`config.mk`:
```
export PLATFORM = sky130hd
export DESIGN_NAME = regfile_wb_arbiter
export DESIGN_NICKNAME = d
export VERILOG_FILES = /design/src/rtl/regfile_wb_arbiter.sv
export SDC_FILE = /design/constraint.sdc
export NUM_CORES = 1
export LEC_CHECK = 0
export ABC_AREA = 1
export ABC_CLOCK_PERIOD_IN_PS = 2000
export CAP_MARGIN = 20
export CORE_UTILIZATION = 39
export DETAILED_ROUTE_END_ITERATION = 10
export GPL_ROUTABILITY_DRIVEN = 0
export PLACE_DENSITY = 0.87
export SYNTH_ARGS = -nofsm -noshare
export SYNTH_HDL_FRONTEND = slang
export SYNTH_SLANG_ARGS = --single-unit
```
`constraint.sdc`:
```
create_clock -name clk -period 2 [get_ports clk]
set_input_delay 0.6 -clock clk [delete_from_list [all_inputs] [get_ports clk]]
set_output_delay 0.6 -clock clk [all_outputs]
set_load 0.02 [all_outputs]
```
`src/rtl/regfile_wb_arbiter.sv`:
```
// Shares the register file's single write port between the ALU and load writeback
// paths: round-robin grant, one registered write per cycle, forwarding, halt/drain.
module regfile_wb_arbiter #(
  parameter int DATA_W = 32,
  parameter int ADDR_W = 5,
  parameter int CNT_W  = 16
) (
  input  logic              clk,
  input  logic              reset,
  input  logic              req0_valid,
  input  logic [ADDR_W-1:0] req0_rd,
  input  logic [DATA_W-1:0] req0_data,
  output logic              req0_ready,
  input  logic              req1_valid,
  input  logic [ADDR_W-1:0] req1_rd,
  input  logic [DATA_W-1:0] req1_data,
  output logic              req1_ready,
  input  logic              halt_req,
  input  logic [ADDR_W-1:0] rs1,
  input  logic [ADDR_W-1:0] rs2,
  output logic              fwd1_hit,
  output logic              fwd2_hit,
  output logic [DATA_W-1:0] fwd_data,
  output logic              rf_we,
  output logic [ADDR_W-1:0] rf_rd,
  output logic [DATA_W-1:0] rf_din,
  output logic              halted,
  output logic [CNT_W-1:0]  conflict_cnt
);

  typedef enum logic [1:0] {
    RUN    = 2'd0,
    DRAIN  = 2'd1,
    HALTED = 2'd2
  } state_t;

  state_t state, state_next;
  logic   last_grant;  // 1 when req1 won the most recent handshake
  logic   grant0, grant1;
  logic   conflict;

  assign conflict = req0_valid & req1_valid;

  // NOTE: every signal driven here gets a default first, so no latch is inferred.
  always_comb begin
    state_next = state;
    grant0     = 1'b0;
    grant1     = 1'b0;
    case (state)
      RUN: begin
        if (halt_req) begin
          state_next = DRAIN;
        end else if (conflict) begin
          grant0 = last_grant;
          grant1 = ~last_grant;
        end else begin
          grant0 = req0_valid;
          grant1 = req1_valid;
        end
      end
      DRAIN:   state_next = HALTED;
      HALTED:  state_next = HALTED;
      default: state_next = RUN;
    endcase
  end

  // NOTE: sequential state uses <= so every register samples pre-edge values.
  always_ff @(posedge clk) begin
    if (reset) state <= RUN;
    else       state <= state_next;
  end

  // Write stage; a reset edge drops whatever was granted in the same cycle.
  always_ff @(posedge clk) begin
    if (reset) begin
      last_grant <= 1'b1;
      rf_we      <= 1'b0;
      rf_rd      <= '0;
      rf_din     <= '0;
    end else begin
      rf_we <= 1'b0;
      if (grant0) begin
        last_grant <= 1'b0;
        rf_we      <= (req0_rd != '0);
        rf_rd      <= req0_rd;
        rf_din     <= req0_data;
      end else if (grant1) begin
        last_grant <= 1'b1;
        rf_we      <= (req1_rd != '0);
        rf_rd      <= req1_rd;
        rf_din     <= req1_data;
      end
    end
  end

  // Counts contention even when a halt request suppresses the grant.
  always_ff @(posedge clk) begin
    if (reset) begin
      conflict_cnt <= '0;
    end else if (state == RUN && conflict && conflict_cnt != {CNT_W{1'b1}}) begin
      conflict_cnt <= conflict_cnt + 1'b1;
    end
  end

  assign req0_ready = grant0;
  assign req1_ready = grant1;
  assign halted     = (state == HALTED);

  assign fwd1_hit = rf_we & (rf_rd == rs1) & (rs1 != '0);
  assign fwd2_hit = rf_we & (rf_rd == rs2) & (rs2 != '0);
  assign fwd_data = rf_din;

endmodule

```
After elaboration in Yosys (flattened, before gate mapping)
Cells that the tools add are included. Widths: inputs -> output; s select.

Output and inout bits: 91. Register bits after elaboration: 57. Input bits: 89.

Add/sub/neg operators: 1. Reductions and logical operators: 9. Equal/unequal tests: 6. Multiplexer cells: 16. Bitwise logic cells: 6.

Operator list (number): $mux 32 (2); $reduce_bool 5->1 (4); $add 16x1->16 const B (1); $ne 16x16->1 const B (1); $eq 5x5->1 (2); $mux 1 (10); $mux 5 (2); $and 1x1->1 (5); $pmux 2 s2 (1); $eq 2x1->1 const B (1); $eq 2x2->1 const B (1); $logic_and 1x1->1 (2); $logic_not 2->1 (1); $mux 2 (1); $ne 2x2->1 const B (1); $reduce_bool 2->1 (1); $reduce_or 2->1 (1); $not 1->1 (1).

Longest topological paths before layout
Gate-level depths: netlist (run 1).

Word-level depth: 6. Depth in mapped cells: 11.

Least setup slack after synthesis (run 1)
Ideal clock, no wire load.

Path kind: input port to output port. From: input rs2[1]. To: output fwd2_hit. Setup slack: -0.133 ns. Data required time: 1.400 ns. Data arrival time: 1.533 ns. Stages on the path: 4. Cells stage by stage: or2_2 > a21oi_1 > nand4_1 > nor3_1.

Longest elaborated chain between the ends: 3. Elaborated cells on any way between the ends: 4. Those cells by class: 1 x eq/ne; 2 x bitwise; 1 x reduce/logical.

RTL lines: start, declared (line 20) `input logic [ADDR_W-1:0] rs2,`; $eq 5x5->1 (line 110) `assign fwd2_hit = rf_we & (rf_rd == rs2) & (rs2 != '0);`; $and 1x1->1 (line 110); $and 1x1->1 (*) (line 110); end, declared (line 22) `output logic fwd2_hit,`.

Mark *: on every way between the ends. The rest lies on a longest branch, timed or not.

Worst setup path in the final report (run 1)
Same ends and word-level chain as after synthesis.

==> flow_metrics.env, run 1 <==
export IMPL_htree_num_levels=3
export IMPL_power_density_over_cell_area_nw_per_um2=726.1
export IMPL_async_reset_ff_frac=0
export IMPL_core_region_area_um2=7848
export IMPL_syn_instance_count=467
export IMPL_worst_ep_arrival_time_ns=1.44
export IMPL_critical_path_top_delay_family="simple AND/OR/NAND/NOR gates"
export IMPL_cap_viol_max_count=0
export IMPL_min_to="conflict_cnt[8]$_SDFFE_PP0P_"
export IMPL_reg2regPathDepth=13
export IMPL_nets=733
export IMPL_timing_clock_skew_ns=0.004123
export IMPL_place_detailed_hpwl_um=7890
export IMPL_synthFlopType="dfxtp_1"
export IMPL_clock_tree_from_tritoncts="done"
export IMPL_crit_path_top_delay_cell="or2_4"
export IMPL_vias_after_detailed_routing=3708
export IMPL_initial_antenna_violation_count=0
export IMPL_numCtsBuffers=9
export IMPL_fp_dieW_um=93.00
export IMPL_synth_area_leader_cell="dfxtp_1"
export IMPL_clk_root_buffer_cell="clkbuf_8"
export IMPL_final_critical_period_ns=2.040
export IMPL_route_detailed_vias_per_inst=4.964
export IMPL_cts_max_path_buffers=2
export IMPL_max_slew_worst_pin_slew_ns=0.3903
export IMPL_insertedDiodeCount=0
export IMPL_fmax_ghz=0.4903
export IMPL_worst_ep_required_time_ns=1.40
export IMPL_final_core_utilization=0.6843
export IMPL_leakage_power_figure_uw=0.002433
export IMPL_antenna_violating_nets_post_route=0
export IMPL_cts_hold_buffers=0
export IMPL_cts_sinks=57
export IMPL_synth_yosys_warnings=0
export IMPL_area_growth_syn_to_layout_pct=66.29
export IMPL_drt_total_wl_um=10470
export IMPL_drt_pass1_iterations=4
export IMPL_io_port_bufs=179
export IMPL_grt_overflow=0
export IMPL_worstPathBufferInverterCount=2
export IMPL_cts_reportedPaths_clkPinSlew_ns=0.06
export IMPL_ys_top_cells_by_count="nand2_1 (127), dfxtp_1 (57), inv_1 (46)"
export IMPL_critPathMaxStageDelay_ns=0.23
export IMPL_final_max_slew_violation_count=0
export IMPL_setup_viol=2
export IMPL_worstHoldStart="conflict_cnt[8]$_SDFFE_PP0P_"
export IMPL_floorplan_die_height_um=93.00
export IMPL_ys_seq_elements=57
export IMPL_grt_util_all_layers=0.2424
export IMPL_drc_marker_count_from_the_first_detailed_route_iteration=125
export IMPL_synthesized_area_per_cell_um2=6.915
export IMPL_synth_top_cells_by_area="dfxtp_1 (35%), nand2_1 (15%), buf_4 (8.1%), inv_1 (5.3%), o21ai_0 (4.8%)"
export IMPL_synth_most_common_cell="nand2_1"
export IMPL_min_path_cells=2
export IMPL_grt_setup_unrepaired="yes"
export IMPL_worstSetupStartpointType="primary input"
export IMPL_crit_reg2reg_launch="state[0]$_SDFFE_PP0P_"
export IMPL_largest_driver_fanout_on_the_critical_path=2
export IMPL_hold_violations=0
export IMPL_sequential_area_share_after_synthesis=0.3534
export IMPL_final_hold_worst_slack_ns=0.5166
export IMPL_peakVddDrop_mv=0.4628
export IMPL_post_synth_top_area_fraction=0.3534
export IMPL_first_pass_grt_wire_length_um=16480
export IMPL_routed_wire_length_per_instance_um=14.01
export IMPL_design_die_area_um2=8648
export IMPL_max_slew_margin=0.7398
export IMPL_r2r_setup_slack_ns=0.14
export IMPL_hold_path_class="flip-flop to flip-flop"
export IMPL_top_level_ports=180
export IMPL_violations="setup timing"
export IMPL_num_rows=32
export IMPL_status="finished, violations left"
export IMPL_layout_setup_ws_ns=-0.03967
export IMPL_portion_of_the_clock_cycle_consumed_by_the_worst_path_in_the_final_layout=1.020
export IMPL_synth_fp_nets=559
export IMPL_terminus_of_the_critical_flop_to_flop_path="fwd_data[18]$_SDFFE_PP0P_"
export IMPL_insertion_delay_ns=0.33
export IMPL_post_synth_instance_area_um2=3229
export IMPL_post_route_cells_drive_above_1_share=0.1550
export IMPL_worst_setup_path_end_kind="output pin"
export IMPL_grt_pass1_vias=3562
export IMPL_synth_distinct_cells=33
export IMPL_grt_max_degree=49
export IMPL_initial_core_util=0.4115
export IMPL_synth_edff_count=0
export IMPL_crit_path_cell_trace="buf_6 > or2_4 > a21oi_2 > nand4_1 > nor3_2 > buf_4"
export IMPL_path_class="primary input to output pin"
export IMPL_drcViolationCount=0
area by class of cell:
| cell class | count | area [um^2] |
|---|---|---|
| flip-flops and latches | 57 | 1151 |
| well taps | 102 | 127.6 |
| multi-input cells | 309 | 1629 |
| fillers | 620 | 2477 |
| clock buffers | 12 | 165.2 |
| repair buffers | 215 | 2091 |
| inverters | 49 | 191.4 |
| clock inverters | 3 | 15.01 |
what timing repair did:
item                       CTS  global route
hold endpoints to repair     0             0
pin swaps                   10            13
resized for setup           67            31
buffers inserted             5             3
setup endpoints to repair   15            12
cell families after synthesis:
logic type	synth area share
buf+inv	0.1651
xor+xnor	0.02441
flops	0.3534
compound gates	0.1639
simple gates	0.2817
fa+ha+maj	0.01162
tightest hold or removal path: cells and delay by family (launching register included):
family | cells | cell delay [ns]
AO/OA/AOI/OAI | 1 | 0.06
buffers and inverters | 1 | 0.08
flip-flops | 1 | 0.34
through the flow:
step	std cells	instance area (um^2)	worst slack [ns]	total power (uW)	TNS, ns
floorplan	467	3234	0.02408	2179	0
global placement	724	5055	-0.8496	2823	-8.343
detailed placement	724	5055	-0.8598	2857	-11.24
CTS	744	5289	-0.1673	3887	-0.2412
global route	747	5370	-0.08709	4095	-0.1755
finish	747	5370	-0.03967	3899	-0.04089
per-layer routing:
layer,global-route usage,up-vias,part of all wire
met4,0.1064,0,0.027
met1,0.2563,1692,0.38
met3,0.06504,24,0.071
met2,0.4473,155,0.53
li1,-,1837,-
met5,0,-,0
worst max-delay path by stage:
stage / startpoint / end / depth (start not counted)
final: rs2[1] / fwd2_hit / 6
after global placement: rs2[1] / fwd2_hit / 6
after global routing: rs2[0] / fwd2_hit / 7
after floorplan: rs2[1] / fwd2_hit / 4
after CTS: rs2[1] / fwd2_hit / 6
after detailed placement: rs2[1] / fwd2_hit / 6
report_power, final:
part           internal (uW)  switching (uW)  leakage (uW)
logic                    769             758       0.00186
clock network            538             453     0.0000980
registers               1270             117      0.000470
total                   2570            1330       0.00243
flip-flops by register name, summed over array words and instances (netlist names):
signal        count
last_grant        1
rf_we             1
rf_rd             5
state             2
fwd_data         32
conflict_cnt     16
placed cells by master (no fill, tap or decap), drive strengths merged:
cell type	synthesis	layout
clkdlybuf4s50	0	144
nand2	134	134
dfxtp	57	57
inv	48	48
buf	46	43
o21ai	32	32
nor2	32	32
nand3	30	30
a21oi	20	20
a31oi	19	19
dlygate4sd2	0	17
o211ai	15	15
clkbuf	6	12
dlymetal6s2s	0	8
nand4	6	6
xor2	5	5
xnor2	4	4
clkinv	1	4
clkdlybuf4s15	0	3
nor3	3	3
ha	3	3
o21bai	2	2
o22ai	1	1
or2	1	1
nor4	1	1
a211o	1	1
Power figures use the tool's default switching activity.
==> run 2, diff against run 1 <==
Settings changed: CTS_CLUSTER_SIZE from default to 24.
==> results of run 2 <==
Same layout as run 1: the final DEF is identical, and so are final timing and power.
